<file path="config.mk">
export PLATFORM = sky130hd
export DESIGN_NAME = mem_port_arbiter
export DESIGN_NICKNAME = d
export VERILOG_FILES = /design/src/rtl/mem_arb_pkg.sv /design/src/rtl/mem_arb_pick.sv /design/src/rtl/mem_port_arbiter.sv
export SDC_FILE = /design/constraint.sdc
export NUM_CORES = 1
export LEC_CHECK = 0
export ABC_AREA = 1
export CAP_MARGIN = 10
export CORE_AREA = 2 2 146 148
export DETAILED_ROUTE_END_ITERATION = 8
export DIE_AREA = 0 0 148 150
export PLACE_DENSITY_LB_ADDON = 0.1
export SLEW_MARGIN = 25
export SYNTH_ARGS = -nofsm -noshare
export SYNTH_HDL_FRONTEND = slang
export SYNTH_SLANG_ARGS = --single-unit
</file>
<file path="constraint.sdc">
create_clock -name clk -period 4.5 [get_ports clk]
set_input_delay 0.9 -clock clk [delete_from_list [all_inputs] [get_ports clk]]
set_output_delay 0.9 -clock clk [all_outputs]
set_load 0.01 [all_outputs]
</file>
<file path="src/rtl/mem_arb_pkg.sv">
`default_nettype none
// +----------------------------------------------------------------------------+
// | mem_arb_pkg                                                                |
// | Shared types and defaults for the single-port memory arbiter.              |
// | Rev 1.0 - initial release                                                  |
// +----------------------------------------------------------------------------+
package mem_arb_pkg;

  localparam int MAX_DATA_RUN_DEFAULT = 4;

  typedef enum logic [1:0] {
    IDLE  = 2'd0,
    ISSUE = 2'd1,
    WAIT  = 2'd2
  } state_t;

  typedef enum logic [1:0] {
    NONE  = 2'd0,
    FETCH = 2'd1,
    DATA  = 2'd2
  } owner_t;

endpackage
`default_nettype wire

</file>
<file path="src/rtl/mem_arb_pick.sv">
`default_nettype none
// +----------------------------------------------------------------------------+
// | mem_arb_pick                                                               |
// | Data-over-fetch priority picker with a forced fetch after a data run.      |
// | Rev 1.0 - initial release                                                  |
// +----------------------------------------------------------------------------+
module mem_arb_pick
  import mem_arb_pkg::*;
#(
  parameter int MAX_DATA_RUN = MAX_DATA_RUN_DEFAULT
) (
  input  logic       f_req,
  input  logic       d_req,
  input  logic [3:0] run_cnt,
  output logic       grant_f,
  output logic       grant_d
);

  logic w_fetch_forced;

  assign w_fetch_forced = f_req && (run_cnt == 4'(MAX_DATA_RUN));
  assign grant_d        = d_req && !w_fetch_forced;
  assign grant_f        = f_req && !grant_d;

endmodule
`default_nettype wire

</file>
<file path="src/rtl/mem_port_arbiter.sv">
`default_nettype none
// +----------------------------------------------------------------------------+
// | mem_port_arbiter                                                           |
// | Shares one req/ack/rvalid memory port between fetch and data requesters.   |
// | Optional performance counters: define ARB_PERF_CNT_EN.                     |
// | Rev 1.0 - initial release                                                  |
// +----------------------------------------------------------------------------+
module mem_port_arbiter
  import mem_arb_pkg::*;
#(
  parameter int MAX_DATA_RUN = MAX_DATA_RUN_DEFAULT,
  parameter int ADDR_W       = 32
) (
  input  logic              clk,
  input  logic              rst_n,
  input  logic              f_req,
  input  logic [ADDR_W-1:0] f_addr,
  output logic              f_gnt,
  output logic              f_rvalid,
  output logic [31:0]       f_rdata,
  input  logic              d_req,
  input  logic [3:0]        d_we,
  input  logic [ADDR_W-1:0] d_addr,
  input  logic [31:0]       d_wdata,
  output logic              d_gnt,
  output logic              d_rvalid,
  output logic [31:0]       d_rdata,
  output logic              m_req,
  output logic [3:0]        m_we,
  output logic [ADDR_W-1:0] m_addr,
  output logic [31:0]       m_wdata,
  input  logic              m_ack,
  input  logic              m_rvalid,
  input  logic [31:0]       m_rdata,
  output logic [31:0]       perf_f_cnt,
  output logic [31:0]       perf_d_cnt,
  output logic [31:0]       perf_wait_cnt
);

  state_t            r_state;
  owner_t            r_owner;
  logic [3:0]        r_run_cnt;
  logic              r_m_req;
  logic [3:0]        r_m_we;
  logic [ADDR_W-1:0] r_m_addr;
  logic [31:0]       r_m_wdata;
  logic              r_f_rvalid;
  logic              r_d_rvalid;
  logic [31:0]       r_f_rdata;
  logic [31:0]       r_d_rdata;

  logic w_pick_f;
  logic w_pick_d;
  logic w_idle;
  logic w_grant_f;
  logic w_grant_d;
  logic w_done;
  logic [3:0] w_run_max;

  mem_arb_pick #(
    .MAX_DATA_RUN(MAX_DATA_RUN)
  ) u_pick (
    .f_req   (f_req),
    .d_req   (d_req),
    .run_cnt (r_run_cnt),
    .grant_f (w_pick_f),
    .grant_d (w_pick_d)
  );

  assign w_run_max = 4'(MAX_DATA_RUN);
  assign w_idle    = (r_state == IDLE);
  // Grants are combinational, so gate them with reset to keep outputs low while in reset.
  assign w_grant_f = rst_n && w_idle && w_pick_f;
  assign w_grant_d = rst_n && w_idle && w_pick_d;
  assign w_done    = ((r_state == ISSUE) && m_ack && m_rvalid) ||
                     ((r_state == WAIT) && m_rvalid);

  always_ff @(posedge clk or negedge rst_n) begin
    if (!rst_n) begin
      r_state    <= IDLE;
      r_owner    <= NONE;
      r_run_cnt  <= 4'd0;
      r_m_req    <= 1'b0;
      r_m_we     <= 4'd0;
      r_m_addr   <= '0;
      r_m_wdata  <= 32'd0;
      r_f_rvalid <= 1'b0;
      r_d_rvalid <= 1'b0;
      r_f_rdata  <= 32'd0;
      r_d_rdata  <= 32'd0;
    end else begin
      r_f_rvalid <= 1'b0;
      r_d_rvalid <= 1'b0;
      case (r_state)
        IDLE: begin
          if (w_grant_d) begin
            r_m_we    <= d_we;
            r_m_addr  <= d_addr;
            r_m_wdata <= d_wdata;
            r_m_req   <= 1'b1;
            r_owner   <= DATA;
            r_state   <= ISSUE;
            if (f_req) begin
              r_run_cnt <= (r_run_cnt == w_run_max) ? r_run_cnt : r_run_cnt + 4'd1;
            end else begin
              r_run_cnt <= 4'd0;
            end
          end else if (w_grant_f) begin
            r_m_we    <= 4'd0;
            r_m_addr  <= f_addr;
            r_m_wdata <= 32'd0;
            r_m_req   <= 1'b1;
            r_owner   <= FETCH;
            r_state   <= ISSUE;
            r_run_cnt <= 4'd0;
          end
        end
        ISSUE: begin
          if (m_ack) begin
            r_m_req <= 1'b0;
            r_state <= WAIT;
          end
        end
        WAIT: begin
        end
        default: r_state <= IDLE;
      endcase
      // Completion overrides the ISSUE->WAIT move when ack and response coincide.
      if (w_done) begin
        r_state <= IDLE;
        r_owner <= NONE;
        if (r_owner == FETCH) begin
          r_f_rvalid <= 1'b1;
          r_f_rdata  <= m_rdata;
        end else if (r_owner == DATA) begin
          r_d_rvalid <= 1'b1;
          r_d_rdata  <= m_rdata;
        end
      end
    end
  end

  assign f_gnt    = w_grant_f;
  assign d_gnt    = w_grant_d;
  assign f_rvalid = r_f_rvalid;
  assign d_rvalid = r_d_rvalid;
  assign f_rdata  = r_f_rdata;
  assign d_rdata  = r_d_rdata;
  assign m_req    = r_m_req;
  assign m_we     = r_m_we;
  assign m_addr   = r_m_addr;
  assign m_wdata  = r_m_wdata;

`ifdef ARB_PERF_CNT_EN
  logic [31:0] r_perf_f;
  logic [31:0] r_perf_d;
  logic [31:0] r_perf_wait;

  always_ff @(posedge clk or negedge rst_n) begin
    if (!rst_n) begin
      r_perf_f    <= 32'd0;
      r_perf_d    <= 32'd0;
      r_perf_wait <= 32'd0;
    end else begin
      if (w_grant_f) r_perf_f <= r_perf_f + 32'd1;
      if (w_grant_d) r_perf_d <= r_perf_d + 32'd1;
      if (!w_idle && (f_req || d_req)) r_perf_wait <= r_perf_wait + 32'd1;
    end
  end

  assign perf_f_cnt    = r_perf_f;
  assign perf_d_cnt    = r_perf_d;
  assign perf_wait_cnt = r_perf_wait;
`else
  assign perf_f_cnt    = 32'd0;
  assign perf_d_cnt    = 32'd0;
  assign perf_wait_cnt = 32'd0;
`endif

endmodule
`default_nettype wire
</file>
# Word level (Yosys, flattened, before mapping)
# Cells that the tools add are included.
# word_totals
reg_bits	143
out_inout_bits	233
wordCells	74
# op_classes
addsub	1
n_eq_ne	11
mux	26
n_bitwise	1
n_reduce_logical	24
# op_table
op	count
32-bit 2-to-1 mux	4
4-bit 2-to-1 mux	5
2-bit 2-to-1 mux	7
3-bit AND reduction	4
1-bit logical AND	9
3-bit inequality test (second input constant)	3
1-bit 2-to-1 mux	8
2-bit one-hot mux with 3 select lines	1
2-bit AND reduction	3
2-bit nonzero test	3
4-bit by 1-bit adder with 4-bit output (second input constant)	1
2-bit by 1-bit equality test with 1-bit output (second input constant)	2
2-bit equality test (second input constant)	2
4-bit by 3-bit equality test with 1-bit output (second input constant)	1
2-bit inequality test (second input constant)	2
4-bit by 3-bit inequality test with 1-bit output (second input constant)	1
3-bit nonzero test	1
1-bit zero test	2
2-bit zero test	1
1-bit one-hot mux with 2 select lines	1
1-bit logical OR	1
1-bit NOT	1

# Longest topological paths before layout
# Gate-level depths: netlist (run 1).
# depth
depth_word	11
mapped_depth	10
depth_no_buf	9

# Hierarchy
# Synthesis (run 1) repeated with hierarchy kept, for this count alone.
# hier_totals
cells_unflattened	817
area_unflattened_um2	6861.6
# by_module_without_submodules
mod	instances	cells_each	area_each_um2	seq_area_each_um2
mem_port_arbiter	1	806	6809.0	3578.4
mem_arb_pick	1	11	52.6	0.0

# Worst setup path after synthesis (run 1)
# No wires, ideal clock.
# synth_path
kind	input to output
start	input port f_req
end	output port d_gnt
arrival_time_ps	1515
required_ps	3600
slack_ps	2085
stages	6
cell_sequence	nand2_1 inv_1 nand2_1 nand2_1 nor2_2 buf_2
# synth_via
elab_chain_cells	4
# synth_rtl
item	line_no	source
start: declaration	mem_port_arbiter.sv:16	input logic f_req,
1-bit logical AND	mem_arb_pick.sv:21	assign w_fetch_forced = f_req && (run_cnt == 4'(MAX_DATA_RUN));
1-bit zero test	mem_arb_pick.sv:22	assign grant_d = d_req && !w_fetch_forced;
1-bit logical AND	mem_arb_pick.sv:22	
1-bit logical AND	mem_port_arbiter.sv:74	assign w_grant_d = rst_n && w_idle && w_pick_d;
end: declaration	mem_port_arbiter.sv:25	output logic d_gnt,
# Every way passes these cells.

# Final worst setup path (run 1)
# layout_path
start	input port f_req
end	output port f_gnt
# layout_via
elab_chain_cells	6
# layout_rtl
item	line_no	source
1-bit logical AND	mem_arb_pick.sv:21	
1-bit zero test	mem_arb_pick.sv:22	
1-bit logical AND	mem_arb_pick.sv:22	
1-bit zero test	mem_arb_pick.sv:23	assign grant_f = f_req && !grant_d;
1-bit logical AND (*)	mem_arb_pick.sv:23	
1-bit logical AND (*)	mem_port_arbiter.sv:73	assign w_grant_f = rst_n && w_idle && w_pick_f;
end: declaration	mem_port_arbiter.sv:18	output logic f_gnt,
# Mark *: on every way between the ends. The rest lies on a longest branch, timed or not.

==> qor.yml, run 1 <==
sta:
  drv_slew: 0
  setup_ws_ns: 1.07
  rsz0062_at_grt: "false"
  final-hold-violation-count: 0
  skew_ns: 0.0185
  slew_headroom: 0.436
  tns_ns: 0
  tightest_slew_ns: 0.846
  post-route-period-util: 0.762
  period_minus_slack_ns: 3.43
  achievable-frequency_ghz: 0.291
  setup_viol: 0
power:
  internal-power_w: 0.00396
  p_sw_w: 0.00202
  p_clk_frac: 0.233
  p_per_area_nw_per_um2: 597
  sw_frac_of_total: 0.338
  total_power_w: 0.00598
  p_comb_frac: 0.409
  ir_drop_v: 0.000251
  p_leak_nw: 4.90
  p_seq_frac: 0.358
routing:
  drt_first_iter_violations: 274
  viasPerCell: 4.23
  ant_nets: 0
  wl_mm: 19.8
  drcViolationCount: 0
  route.vias.total: 5824
  dr.pass1.iters: 4
  wl_per_cell_um: 14.4
synth:
  ys_types: 20
  ys_ff_latch: 143
  synth_warnings: 0
  syn_inst: 835
  ys_seq_area_frac: 0.518
  avgSynthCellArea_um2: 8.27
  synth_area_um2: 6910
global_routing:
  overflow: 0
  grt_pass1_vias: 5384
  antenna_found_initial: 0
  grt_max_degree: 70
  grt.total_usage: 0.175
  grt_pass1_wl_mm: 30.2
placed_design:
  portBuffers: 274
  pre_cts_ws_ns: 1.07
  post-place-cells: 1348
  dp_hpwl_mm: 13.4
  gp_congestion: 0.771
worst_setup_path:
  cp.required_ns: 3.60
  start_kind: "input port"
  crit_type: "input port to primary output"
  crit_fanout: 4
  worst_setup_path_end_kind: "primary output"
  cp.arrival_ns: 2.53
floorplanning:
  core_um2: 20700
  row_count: 53
  die-area_um2: 22200
  fp.dieH_um: 150
  initial_core_util: 0.334
  dieWidth_um: 148
  ios: 371
clock_network:
  cts_tree: "yes"
  h-tree-depth: 4
  cts_buffers: 17
  ctsHoldBuffers: 0
  insertion_delay_ns: 0.42
  clock_sinks: 143
  post_cts_buffers: 0
  cts-root-buf: "clkbuf_16"
  cts_resized: 0
  clkTransAtPathRegs_ns: 0.06
  clockBufferDepth: 2
cells_and_area:
  fin_util: 0.484
  drive_gt1_frac: 0.0453
  nFillCells: 2091
  antennaDiodeCount: 0
  final_cells: 1378
  fin_nets: 1232
  synthToLayoutAreaGrowth_pct: 44.9
worst_hold_path:
  hold_path_class: "input port to async pin"
job:
  maxCapViolCount: 0
status:
  outcome: "finished, final reports clean"
critical path: stages:
cell and delay, ns:
clkdlybuf4s50_1 0.54, nand2_1 0.08, inv_1 0.05, nand2_1 0.07, nand2_1 0.16, nand3_1 0.12
inv_1 0.07, clkdlybuf4s50_1 0.53
synth_stat cells (all sizes together):
| library cell | n | area share |
|---|---|---|
| nor2 | 39 | 0.022 |
| nand2 | 248 | 0.14 |
| ha | 2 | 0.0036 |
| buf | 131 | 0.14 |
| conb | 1 | 0.00054 |
| nand3 | 134 | 0.098 |
| nand4 | 1 | 0.00091 |
| a21oi | 2 | 0.0014 |
| clkbuf | 9 | 0.0049 |
| xnor2 | 2 | 0.0025 |
| dfrtp | 143 | 0.52 |
| inv | 83 | 0.045 |
| o21ai | 40 | 0.029 |
registers in the layout (all words and copies together) (netlist names):
register	count
d_rvalid	1
f_rdata	32
r_state	2
f_rvalid	1
d_rdata	32
m_addr	32
m_wdata	32
m_req	1
r_run_cnt	4
r_owner	2
m_we	4
logic make-up after synthesis:
group	synth area share
simple gates	0.256
compound gates	0.0304
xor+xnor	0.00254
fa+ha+maj	0.00362
flops	0.518
other cells	0.000543
buf+inv	0.189
power by group through the flow:
stage,sequential [W],clock (W),combinational (W)
4_1_cts,0.00214,0.00142,0.00249
5_1_grt,0.00222,0.00149,0.00268
2_1_floorplan,0.00240,0,0.000799
3_5_place_dp,0.00215,0,0.00248
3_3_place_gp,0.00215,0,0.00248
6_report,0.00214,0.00139,0.00245
path summary, 6_finish.rpt:
path / start / to / slack, ns / cells past startpoint
setup / recovery: f_req / f_gnt / 1.07 / 8
hold / removal: rst_n / m_wdata[17] / 0.38 / 1
setup reg to reg: r_state[0] / m_wdata[15] / 2.03 / 5
hold reg to reg: f_rdata[4] / f_rdata[4] / 0.47 / 2
max in group asynchronous: rst_n / r_state[0] / 2.27 / 3
min in group clk: f_rdata[4] / f_rdata[4] / 0.47 / 2
layer usage:
layer	GRT usage	part of all wire	up-vias
met5	0	0	-
met4	0.0500	0.0089	0
met3	0.0732	0.094	10
met2	0.270	0.46	205
met1	0.227	0.44	2699
li1	-	-	2910
stage by stage:
| step | hold WS (ns) | cell area (um2) |
|---|---|---|
| after floorplan | 0.507 | 7260 |
| after global placement | 0.453 | 9440 |
| after detailed placement | 0.457 | 9440 |
| after CTS | 0.381 | 10000 |
| after global routing | 0.389 | 10000 |
| final | 0.383 | 10000 |
layout by cell type (no fill, tap or decap), drive strengths merged:
cell type / count
nand4: 1
ha: 2
clkinv: 3
clkinvlp: 4
buf: 10
bufinv: 2
nor2: 39
nand3: 134
dfrtp: 143
a21oi: 2
nand2: 248
inv: 84
clkdlybuf4s50: 273
o21ai: 40
clkbuf: 20
conb: 96
xnor2: 2
layout make-up:
class / instances / area [um2] / area share
flip-flops and latches: 143 / 3580 / 0.357
repair buffers: 283 / 2810 / 0.281
multi-input cells: 564 / 2390 / 0.239
clock buffers: 20 / 457 / 0.0456
well taps: 275 / 344 / 0.0344
inverters: 83 / 312 / 0.0311
clock inverters: 10 / 114 / 0.0114
Note: power is estimated with default switching activity, not from simulation.
==> run 2: changes to the inputs <==
--- a/config.mk
+++ b/config.mk
@@ -7,9 +7,9 @@
 export LEC_CHECK = 0
 export ABC_AREA = 1
 export CAP_MARGIN = 10
-export CORE_AREA = 2 2 146 148
+export CORE_AREA = 2 2 143 145
 export DETAILED_ROUTE_END_ITERATION = 8
-export DIE_AREA = 0 0 148 150
+export DIE_AREA = 0 0 145 147
 export PLACE_DENSITY_LB_ADDON = 0.1
 export SLEW_MARGIN = 25
 export SYNTH_ARGS = -nofsm -noshare
==> constraint.sdc (replaced) <==
create_clock -name clk -period 3.39 [get_ports clk]
set_input_delay 0.678 -clock clk [delete_from_list [all_inputs] [get_ports clk]]
set_output_delay 0.678 -clock clk [all_outputs]
set_load 0.01 [all_outputs]
==> qor.yml, run 2 (synthesis results as in run 1) <==
sta:
  final-hold-violation-count: 0  # unchanged
  period_minus_slack_ns: 3.01
  skew_ns: 0.0126  # -0.00588 ns
  post-route-period-util: 0.887
  tightest_slew_ns: 0.865  # +0.0194 ns
  achievable-frequency_ghz: 0.332
  drv_slew: 0  # unchanged
  slew_headroom: 0.423  # -0.0130
  tns_ns: 0  # unchanged
  rsz0062_at_grt: "false"
  setup_viol: 0  # unchanged
power:
  internal-power_w: 0.00538  # +36%
  p_sw_w: 0.00270  # +34%
  p_clk_frac: 0.245  # +0.012
  p_per_area_nw_per_um2: 802  # +34%
  sw_frac_of_total: 0.334  # -0.00365
  ir_drop_v: 0.000328  # +31%
  p_seq_frac: 0.352  # -0.006
  p_leak_nw: 4.94  # +0.75%
  p_comb_frac: 0.402  # -0.007
clock_network:
  clock_sinks: 143  # unchanged
  h-tree-depth: 4  # unchanged
  insertion_delay_ns: 0.42  # about the same
  post_cts_buffers: 0  # unchanged
  cts_tree: "yes"
  clockBufferDepth: 2  # unchanged
  cts-root-buf: "clkbuf_16"
  clkTransAtPathRegs_ns: 0.07  # about the same
  ctsHoldBuffers: 0  # unchanged
  cts_buffers: 17  # unchanged
  cts_resized: 0  # unchanged
routing:
  drt_first_iter_violations: 249  # -9.1%
  ant_nets: 0  # unchanged
  drcViolationCount: 0  # unchanged
  wl_per_cell_um: 14.3  # -0.93%
  dr.pass1.iters: 4  # unchanged
  viasPerCell: 4.24  # +0.44%
  route.vias.total: 5841  # +0.29%
  wl_mm: 19.6  # -1.1%
worst_setup_path:
  worst_setup_path_end_kind: "primary output"
  cp_num_buf_inv: 4  # unchanged
  cp.required_ns: 2.71  # -0.89 ns
  crit_type: "input port to primary output"
  critPathMaxStageDelay_ns: 0.56  # +0.02 ns
  crit_fanout: 4  # unchanged
  crit_top_cell: "nand2_1"
  critical-path-top-delay-family: "buffers and inverters"
  critPathSlowestCell: "clkdlybuf4s50_1"
  cp.arrival_ns: 2.33  # -0.20 ns
  start_kind: "input port"
  path_cells: "clkdlybuf4s50_1 -> nand2_1 -> inv_1 -> nand2_1 -> nand2_1 -> nand3_1 -> inv_1 -> clkdlybuf4s50_1"
floorplanning:
  ios: 371  # unchanged
  die-area_um2: 21300  # -4.0%
  fp.dieH_um: 147  # -2.0%
  dieWidth_um: 145  # -2.0%
  core_um2: 19800  # -4.1%
  row_count: 52  # -1.9%
  initial_core_util: 0.348  # +0.0142
placed_design:
  dp_hpwl_mm: 13.4  # -0.37%
  portBuffers: 274  # unchanged
  gp_congestion: 0.794  # +3.1%
cells_and_area:
  antennaDiodeCount: 0  # unchanged
  fin_nets: 1234  # +0.16%
  fin_util: 0.508  # +0.0240
  drive_gt1_frac: 0.0479  # +0.00259
  synthToLayoutAreaGrowth_pct: 45.9
  final_cell_mix: "273 x clkdlybuf4s50_1, 246 x nand2_1, 143 x dfrtp_1, 132 x nand3_1, 96 x conb_1"
  layout_commonest_cell: "clkdlybuf4s50_1"
global_routing:
  antenna_found_initial: 2  # +2
  grt_use_met2: 0.283  # +0.0129
  grtUsageMet3: 0.0745  # +0.00136
  grt_pass1_vias: 5490  # +2.0%
  grt_max_degree: 70  # unchanged
  grt-busiest-layer: "met2"
  overflow: 0  # unchanged
  grt_pass1_wl_mm: 30.9  # +2.4%
  grt.total_usage: 0.185  # +0.00918
  use_met1: 0.242  # +0.0150
job:
  maxCapViolCount: 0  # unchanged
status:
  outcome: "finished, final reports clean"
worst_hold_path:
  hold_path_class: "input port to async pin"
-- run 2: changes by cell type in the layout (fill, tap and decap cells not counted), sizes merged --
cell	previous run	this run
inv	84	85
clkinv	3	4
buf	10	12
bufinv	2	4
clkbuf	20	18
clkinvlp	4	3
-- run 2: worst reg2reg max path, cell delays in order (launching register included) --
cell	delay, ns
dfrtp_1	0.41
nor2_1	0.30
nand2_1	0.20
inv_2	0.10
nand3_2	0.09
nand2_1	0.38
buf_4	0.39
o21ai_0	0.13
-- run 2: path summary, 6_finish.rpt --
path                                 start     endpoint  slack [ns]  cells after the start
worst min register to register  f_rdata[3]   f_rdata[3]        0.47                      2
worst max-delay path                 f_req        f_gnt        0.38                      8
worst min-delay path                 rst_n  m_wdata[25]        0.09                      1
worst max register to register  r_state[0]  m_wdata[15]        1.27                      7
max in group asynchronous            rst_n   m_addr[19]        2.21                      2
min in group clk                f_rdata[3]   f_rdata[3]        0.47                      2
-- run 2: cell type report --
class	count	area, um2
Tap cell	270	338
Inverter	83	312
Clock buffer	18	429
Sequential cell	143	3580
Multi-Input combinational cell	564	2390
Fill cell	1926	9770
Timing Repair Buffer	285	2840
Clock inverter	13	188
-- run 2: power groups by stage --
stage | sequential (W) | combinational, W | clock, W
after CTS | 0.00286 | 0.00331 | 0.00204
after global routing | 0.00295 | 0.00356 | 0.00211
after detailed placement | 0.00287 | 0.00330 | 0
after global placement | 0.00285 | 0.00329 | 0
final | 0.00285 | 0.00325 | 0.00198
after floorplan | 0.00319 | 0.00106 | 0
-- run 2: per-stage QoR --
stage	hold slack (ns)	cell area, um2	instances	power, W	setup slack, ns
after floorplan	0.382	7260	930	0.00425	1.42
after global placement	0.452	9460	1345	0.00614	0.456
after detailed placement	0.458	9460	1345	0.00616	0.401
after CTS	0.0703	10100	1376	0.00820	0.396
after global routing	0.0693	10100	1376	0.00862	0.292
final	0.0859	10100	1376	0.00808	0.381
-- run 2: layer usage --
| metal | up-vias | part of all wire |
|---|---|---|
| li1 | 2905 | - |
| met3 | 20 | 0.099 |
| met4 | 4 | 0.010 |
| met2 | 232 | 0.46 |
| met5 | - | 0.0013 |
| met1 | 2680 | 0.43 |
==> run 3: changes to the inputs <==
--- a/config.mk
+++ b/config.mk
@@ -10,7 +10,8 @@
 export CORE_AREA = 2 2 143 145
 export DETAILED_ROUTE_END_ITERATION = 8
 export DIE_AREA = 0 0 145 147
-export PLACE_DENSITY_LB_ADDON = 0.1
+export PLACE_DENSITY = 0.82
+export RECOVER_POWER = 100
 export SLEW_MARGIN = 25
 export SYNTH_ARGS = -nofsm -noshare
 export SYNTH_HDL_FRONTEND = slang
==> qor.yml, run 3 (synthesis results as in run 1) <==
sta:
  setup_viol: 0  # unchanged
  period_minus_slack_ns: 3.10  # +0.0926 ns
  drv_slew: 135  # +135
  tns_ns: 0  # unchanged
  skew_ns: 0.00902  # -0.00355 ns
  rsz0062_at_grt: "false"
  post-route-period-util: 0.915  # +0.0273
  tightest_slew_ns: 1.77  # +0.909 ns
  slew_headroom: -0.183  # -0.606
  achievable-frequency_ghz: 0.322  # -3.0%
  hold_slack_ns: 0.0783  # -0.00759 ns
  setup_ws_ns: 0.289  # -0.0926 ns
  final-hold-violation-count: 0  # unchanged
floorplanning:
  row_count: 52  # unchanged
  die-area_um2: 21300  # unchanged
  initial_core_util: 0.348  # unchanged
  fp.dieH_um: 147  # unchanged
  ios: 371  # unchanged
  dieWidth_um: 145  # unchanged
  core_um2: 19800  # unchanged
worst_setup_path:
  critical-path-top-delay-family: "buffers and inverters"
  crit_fanout: 4  # unchanged
  r2r_cells: 6  # -1
  crit_top_cell: "nand2_1"
  critPathMaxStageDelay_ns: 0.62  # +0.06 ns
  reg2reg_to: "m_wdata[10]"
  critPathSlowestCell: "dlygate4sd3_1"
  r2r-start: "r_state[1]"
  path_cells: "dlygate4sd3_1 -> nand2_1 -> inv_1 -> nand2_1 -> nand2_1 -> nor2_4 -> dlygate4sd3_1"
  r2r_slack_ns: 0.68  # -0.59 ns
  cp.required_ns: 2.71  # about the same
  cp.arrival_ns: 2.42  # +0.09 ns
  crit_type: "input port to primary output"
  start_kind: "input port"
  cp_num_buf_inv: 3  # -1
  worst_setup_path_end_kind: "primary output"
cells_and_area:
  fin_nets: 1233  # -0.081%
  synthToLayoutAreaGrowth_pct: 45.1
  antennaDiodeCount: 0  # unchanged
  final_cell_mix: "248 x nand2_1, 143 x dfrtp_1, 138 x dlygate4sd3_1, 135 x clkdlybuf4s50_1, 132 x nand3_1"
  nFillCells: 1846  # -4.2%
  layout_commonest_cell: "nand2_1"
  drive_gt1_frac: 0.0435  # -0.00444
placed_design:
  portBuffers: 274  # unchanged
  pre_cts_ws_ns: 0.413  # +0.0121 ns
  gp_congestion: 0.748  # -5.8%
  dp_hpwl_mm: 13.1  # -2.4%
clock_network:
  clockBufferDepth: 2  # unchanged
  cts_tree: "yes"
  ctsHoldBuffers: 0  # unchanged
  h-tree-depth: 4  # unchanged
  post_cts_buffers: 0  # unchanged
  cts_buffers: 17  # unchanged
  insertion_delay_ns: 0.41  # about the same
  clock_sinks: 143  # unchanged
  cts-root-buf: "clkbuf_16"
  clkTransAtPathRegs_ns: 0.06  # about the same
  cts_resized: 0  # unchanged
routing:
  drcViolationCount: 0  # unchanged
  route.vias.total: 6038  # +3.4%
  viasPerCell: 4.39  # +3.5%
  wl_mm: 18.3  # -6.7%
  wl_per_cell_um: 13.3  # -6.6%
  drt_first_iter_violations: 258  # +3.6%
  dr.pass1.iters: 4  # unchanged
  ant_nets: 0  # unchanged
global_routing:
  overflow: 0  # unchanged
  antenna_found_initial: 1  # -1
  grt.total_usage: 0.169  # -0.0160
  grt_pass1_vias: 5601  # +2.0%
  grt_max_degree: 71  # +1.4%
  grt_pass1_wl_mm: 29.0  # -6.0%
power:
  p_clk_frac: 0.251  # +0.006
  sw_frac_of_total: 0.343  # +0.00876
  p_comb_frac: 0.381  # -0.021
  p_sw_w: 0.00263  # -2.6%
  p_leak_nw: 5.16  # +4.6%
  ir_drop_v: 0.000303  # -7.7%
  internal-power_w: 0.00504  # -6.3%
  p_seq_frac: 0.368  # +0.016
  p_per_area_nw_per_um2: 766  # -4.5%
worst_hold_path:
  hold_path_class: "input port to async pin"
status:
  violations: "capacitance limit, slew limit"
  outcome: "finished, violations left"
job:
  maxCapViolCount: 2  # +2
[run 3: cell types whose count changed in the layout (fill, tap and decap cells not counted), sizes merged]
cell and delta:
buf -6, bufinv -1, clkbuf +5, clkdlybuf4s50 -138, clkinv +1, clkinvlp -2, dlygate4sd3 +138, inv +1
[run 3: layer usage]
metal	global-route usage	share of wire	vias up
met2	0.280	0.49	262
li1	-	-	2916
met3	0.0506	0.080	18
met4	0.0574	0.014	2
met5	0	0.00071	-
met1	0.211	0.41	2840
[run 3: final cells by class]
| class | count | area [um2] | share of cell area |
|---|---|---|---|
| Clock buffer | 18 | 439 | 0.0438 |
| Clock inverter | 12 | 160 | 0.0160 |
| Inverter | 83 | 312 | 0.0311 |
| Multi-Input combinational cell | 564 | 2390 | 0.238 |
| Sequential cell | 143 | 3580 | 0.357 |
| Tap cell | 270 | 338 | 0.0337 |
| Timing Repair Buffer | 284 | 2810 | 0.280 |
[run 3: power groups by stage]
stage / clock network (W) / registers, W / logic, W
2_1_floorplan: 0 / 0.00319 / 0.00106
3_3_place_gp: 0 / 0.00285 / 0.00318
3_5_place_dp: 0 / 0.00288 / 0.00325
4_1_cts: 0.00198 / 0.00286 / 0.00326
5_1_grt: 0.00206 / 0.00292 / 0.00321
6_report: 0.00193 / 0.00282 / 0.00293
[run 3: metrics by stage]
stage	std cells	area, um2	utilization	total power, W
6_report	1374	10000	0.505	0.00768
2_1_floorplan	930	7260	-	0.00425
4_1_cts	1374	10100	0.507	0.00810
3_5_place_dp	1344	9450	0.476	0.00613
5_1_grt	1374	10000	0.505	0.00818
3_3_place_gp	1344	9450	0.476	0.00603
[run 3: worst max path at each step]
stage / start / endpoint / cells after the start
after floorplan: f_req / d_gnt / 6
after global placement: f_req / f_gnt / 8
after detailed placement: f_req / f_gnt / 8
after CTS: f_req / f_gnt / 8
after global routing: f_req / f_gnt / 8
final: f_req / d_gnt / 7
